==> src/rtl/kernel_cache_ctrl.sv <==
// Kernel cache sequencer for the LKN (burst load) and SHK (window shift) instructions.
// LKN fetches KSIZE consecutive words starting at a captured base address and writes them to
// cache entries 0..KSIZE-1. SHK issues a single shift strobe. The pipeline is stalled while busy.
module kernel_cache_ctrl #(
  parameter int bus   = 32,
  parameter int KSIZE = 9,
  parameter int IW    = 4
) (
  input  logic           clk,
  input  logic           rst_n,
  input  logic           sel_cachewr,
  input  logic           sel_cachesh,
  input  logic [bus-1:0] base_addr,
  input  logic           flush,
  input  logic           mem_ack,
  input  logic [bus-1:0] mem_rdata,
  output logic           mem_req,
  output logic [bus-1:0] mem_addr,
  output logic           cache_we,
  output logic [IW-1:0]  cache_waddr,
  output logic [bus-1:0] cache_wdata,
  output logic           cache_shift,
  output logic           stall,
  output logic           done
);

  typedef enum logic [1:0] {
    IDLE  = 2'd0,
    LOAD  = 2'd1,
    SHIFT = 2'd2,
    DONE  = 2'd3
  } state_t;

  localparam logic [IW-1:0] LAST_IDX = IW'(KSIZE - 1);

  state_t         state_q, state_d;
  logic [IW-1:0]  idx_q, idx_d;
  logic [bus-1:0] base_q, base_d;
  logic           we_q, we_d;
  logic [IW-1:0]  waddr_q, waddr_d;
  logic [bus-1:0] wdata_q, wdata_d;
  logic [bus-1:0] word_off;

  // Byte offset of the current word: idx * 4, zero-extended to the bus width.
  always_comb begin
    word_off             = '0;
    word_off[IW+1:0]     = {idx_q, 2'b00};
  end

  // Next-state logic: request decode in IDLE, word counting in LOAD; flush overrides everything.
  always_comb begin
    state_d = state_q;
    idx_d   = idx_q;
    base_d  = base_q;
    unique case (state_q)
      IDLE: begin
        // LKN wins over SHK when both are decoded; the dropped SHK is re-issued by decode.
        if (sel_cachewr) begin
          base_d  = base_addr;
          idx_d   = '0;
          state_d = LOAD;
        end else if (sel_cachesh) begin
          state_d = SHIFT;
        end
      end
      LOAD: begin
        // Address and index hold until the memory accepts the request.
        if (mem_ack) begin
          idx_d = idx_q + 1'b1;
          if (idx_q == LAST_IDX) state_d = DONE;
        end
      end
      SHIFT:   state_d = DONE;
      DONE:    state_d = IDLE;
      default: state_d = IDLE;
    endcase
    if (flush) state_d = IDLE;
  end

  // Cache write port: one registered pulse per accepted read; a flush blocks any new write.
  always_comb begin
    we_d    = (state_q == LOAD) && mem_ack && !flush;
    waddr_d = we_d ? idx_q     : waddr_q;
    wdata_d = we_d ? mem_rdata : wdata_q;
  end

  // State, counter, base and write-port registers.
  always_ff @(posedge clk or negedge rst_n) begin
    if (!rst_n) begin
      state_q <= IDLE;
      idx_q   <= '0;
      base_q  <= '0;
      we_q    <= 1'b0;
      waddr_q <= '0;
      wdata_q <= '0;
    end else begin
      state_q <= state_d;
      idx_q   <= idx_d;
      base_q  <= base_d;
      we_q    <= we_d;
      waddr_q <= waddr_d;
      wdata_q <= wdata_d;
    end
  end

  // Decoded outputs. stall drops in DONE so the pipeline advances alongside the done pulse.
  assign mem_req     = (state_q == LOAD);
  assign mem_addr    = base_q + word_off;
  assign cache_shift = (state_q == SHIFT);
  assign done        = (state_q == DONE);
  assign stall       = (state_q == LOAD) || (state_q == SHIFT) ||
                       ((state_q == IDLE) && (sel_cachewr || sel_cachesh));
  assign cache_we    = we_q;
  assign cache_waddr = waddr_q;
  assign cache_wdata = wdata_q;

endmodule

==> config.mk <==
export PLATFORM = sky130hd
export DESIGN_NAME = kernel_cache_ctrl
export DESIGN_NICKNAME = d
export VERILOG_FILES = /design/src/rtl/kernel_cache_ctrl.sv
export SDC_FILE = /design/constraint.sdc
export NUM_CORES = 1
export LEC_CHECK = 0
export BUFFER_PORTS_ARGS = -buffer_cell sky130_fd_sc_hd__buf_2
export CAP_MARGIN = 20
export CORE_MARGIN = 1.5
export CORE_UTILIZATION = 53
export CTS_CLUSTER_DIAMETER = 120
export DETAILED_ROUTE_END_ITERATION = 8
export GPL_TIMING_DRIVEN = 0
export PLACE_DENSITY = 0.86
export SLEW_MARGIN = 5
export SYNTH_ARGS = -nofsm -noshare
export SYNTH_HDL_FRONTEND = slang
export SYNTH_SLANG_ARGS = --single-unit
==> constraint.sdc <==
create_clock -name clk -period 4.5 [get_ports clk]
set_input_delay 0.9 -clock clk [delete_from_list [all_inputs] [get_ports clk]]
set_output_delay 0.9 -clock clk [all_outputs]
set_load 0.02 [all_outputs]
==> flow_summary.rst <==
.. list-table::
   :header-rows: 1

   * - Metric
     - Value
   * - TritonCTS buffer count
     - 9
   * - Proportion of synthesized chip area in sequential cells
     - 50.86%
   * - Synth top area cells
     - sky130_fd_sc_hd__dfrtp_1 51%, sky130_fd_sc_hd__nand2_1 11%, sky130_fd_sc_hd__mux2_2 9.8%
   * - Worst slew margin relative to its limit
     - 67.16%
   * - Worst-path clk slew
     - 0.08 ns
   * - Number of DRC violations after detailed-routing iteration 0
     - 90
   * - Post-Route Skew
     - 0.01034 ns
   * - Instance count after placement with tap cells included
     - 585
   * - Total power per unit cell area
     - 692.7 nW/µm²
   * - GR Util All Layers
     - 23.84%
   * - Number of nets at the end of the flow
     - 597
   * - Worst hold stages
     - 2
   * - Post-synth EDFFs
     - 0
   * - Number of non-filler instances in the completed layout
     - 601
   * - Number of library cell types mapped by synthesis
     - 37
   * - Antenna Cells
     - 0
   * - Average wire per cell in the routed design
     - 14.40 µm
   * - CTS Root Cell
     - sky130_fd_sc_hd__clkbuf_8
   * - 1st-pass router iterations
     - 4
   * - Slowest cell on the critical path
     - sky130_fd_sc_hd__dfrtp_1
   * - Clock sink total
     - 75
   * - Synth top area share
     - 50.86%
   * - Pins Over Slew Limit
     - 0
   * - Ys flop type
     - sky130_fd_sc_hd__dfrtp_1
   * - Count of pins on the block boundary
     - 143
   * - Highest net fanout along the worst path
     - 10
   * - Element type at the critical path start
     - flop
   * - Total via count after detailed routing
     - 3154
   * - Horizontal extent of the die
     - 86.44 µm
   * - Endpoint of the worst hold path
     - cache_wdata[21]
   * - Final Core Density
     - 70.22%
   * - Overflow after GRT
     - 0
   * - Vias in the first global route
     - 2989
   * - Post-synthesis cell area
     - 3690 µm²
   * - Synth-to-layout area growth
     - 28.59%
   * - Post-synth net total
     - 444
   * - Worst stage delay on the critical path
     - 0.42 ns
   * - Post-cts resize count
     - 0
   * - Number of routed nets with antenna violations
     - 0
   * - Pleak
     - 2.427 nW
   * - Gate Count Post-Synth
     - 363
   * - Top cell type by total area after synthesis
     - sky130_fd_sc_hd__dfrtp_1
   * - Setup repair after global routing missed its margin
     - false
   * - Start-to-end type of the worst setup path
     - reg -> out
   * - CTS tree
     - done
   * - Initial cell density of the core
     - 54.61%
   * - Outcome
     - complete, no violations
   * - Placement row count
     - 30
   * - Cell family with most CP delay
     - buffers and inverters
   * - Final clock period utilization by the worst path
     - 81.93%
   * - Fraction of layout instances using a drive strength above 1
     - 38.00%
   * - Maximum clock frequency
     - 271.2 MHz
   * - Final setup viols
     - 0
   * - Required time at the endpoint of the critical path
     - 3.60 ns
   * - CP arrival
     - 2.79 ns
   * - Placer Congestion
     - 0.8611
   * - Post-detailed-placement half-perimeter wirelength
     - 6.571 mm
   * - Hold Vio Cnt, Final
     - 0
   * - Maximum resistive drop on vdd
     - 0.3928 mV
   * - Setup TNS
     - 0 ns
   * - Max Cap Viol
     - 0
   * - CP cell instances
     - ha_1 > inv_1 > fa_1 > nor2b_1 > o21a_1 > clkbuf_1 > o21ai_0 > xnor2_1 > buf_2
   * - Worst Reg-to-Reg Cells
     - 8
   * - Maximum number of pins on one net before global-route repair
     - 46
   * - Startpoint of the worst hold path
     - cache_wdata[21]
   * - DRC
     - 0
   * - Buffers & Inverters on Critical Path
     - 3
   * - R2r endpoint
     - cache_wdata[11]
   * - Class of the worst hold path
     - reg -> reg
   * - Top cells by instance count after synthesis
     - 111 x sky130_fd_sc_hd__nand2_1, 75 x sky130_fd_sc_hd__dfrtp_1, 32 x sky130_fd_sc_hd__mux2_2, 28 x sky130_fd_sc_hd__xnor2_1, 13 x sky130_fd_sc_hd__o21ai_0
   * - Area inside the core boundary
     - 6756 µm²
   * - Vertical extent of the die
     - 86.44 µm
   * - Share of synthesized flip-flops with an asynchronous set or reset
     - 100.0%
   * - Vias per cell
     - 5.248
   * - Worst-skew pair later-pin latency
     - 0.34 ns
   * - Setup slack of the most critical reg-to-reg path
     - 2.44 ns
   * - Worst hold-check slack
     - 0.4740 ns
   * - Number of register bits inferred by synthesis
     - 75
   * - Die Area
     - 7471 µm²
   * - Number of port buffers
     - 141
   * - Worst reg2reg startpoint
     - state_q[1]
   * - Post-CTS Setup Repair Bufs
     - 0
   * - H-tree levels
     - 3
   * - Leading cell type by number of instances after synthesis
     - sky130_fd_sc_hd__nand2_1
   * - Total Routed Length
     - 8.655 mm
   * - Longest Clk Path Bufs
     - 2
   * - Transition time at the pin with the least slew margin
     - 0.4916 ns
   * - Initial antenna violation count
     - 0
   * - Count of hold buffers inserted by post-cts repair
     - 0
   * - Average instance area after synthesis
     - 10.16 µm²
   * - Critical path endpoint category
     - primary output
   * - Wire length of the first global-routing pass
     - 13.74 mm
   * - Number of cells on the critical path
     - 9
   * - Final min period
     - 3.687 ns
   * - Ys Warns
     - 0
## power breakdown
group	internal [mW]	switching (mW)
clock	0.331	0.252
combinational	0.604	0.876
sequential	0.969	0.255
## layout by cell type (no fill, tap or decap), drive strengths merged, types with 4 or more instances in the layout
cell,n
nand2,111
clkbuf,22
and3,6
buf,151
o211ai,7
dfrtp,75
mux2,32
and4,4
nand4,8
ha,10
nand2b,4
xnor2,28
o21ai,13
nand3,10
inv,9
nor2,4
## worst max path at each step
stage	startpoint	endpoint	slack, ns
global route	idx_q[0]	mem_addr[14]	0.61
CTS	idx_q[0]	mem_addr[14]	0.84
floorplan	idx_q[0]	mem_addr[10]	1.53
detailed placement	idx_q[0]	mem_addr[14]	1.26
global placement	idx_q[0]	mem_addr[14]	1.29
finish	idx_q[0]	mem_addr[14]	0.81
## state kept, by name, summed over array words and instances (netlist names)
signal / flops
base_q: 32
cache_waddr: 4
cache_wdata: 32
cache_we: 1
idx_q: 4
state_q: 2
## cells by family after synthesis
kind of cell | count (synthesis) | synth area share, %
adders and majority gates | 11 | 3.934
muxes | 32 | 9.766
buffers and inverters | 29 | 3.493
xor gates and xnor gates | 28 | 6.646
and+or+nand+nor | 153 | 18.92
AOI/OAI and AO/OA | 35 | 6.376
DFF | 75 | 50.86
## metal layers
metal	track usage [%]	vias up	wire, µm
met5	0	-	0
met4	8.211	0	110
met3	8.286	11	794
met2	39.42	151	4184
met1	29.11	1474	3566
li1	-	1518	-
## worst min-delay path: cells and delay by family, from the launching register on
kind	cells	cell delay, ns
flops	1	0.34
simple gates	2	0.10
## per-stage QoR
step | worst slack [ns] | area, µm² | power, mW
2_1_floorplan | 1.534 | 3690 | 2.204
3_3_place_gp | 1.291 | 4496 | 2.654
3_5_place_dp | 1.264 | 4518 | 2.722
4_1_cts | 0.8439 | 4745 | 3.313
5_1_grt | 0.6113 | 4745 | 3.494
6_report | 0.8131 | 4745 | 3.287
## layout make-up
cell class                 count  area, µm²
fill                         520       2012
sequential                    75       1877
multi-input combinational    259       1684
timing repair buffer         142      728.2
clock buffer                  11      141.4
tap                           80      100.1
buffer                        20      95.09
clock inverter                 5      85.08
inverter                       9      33.78
Power figures use the tool's default switching activity.
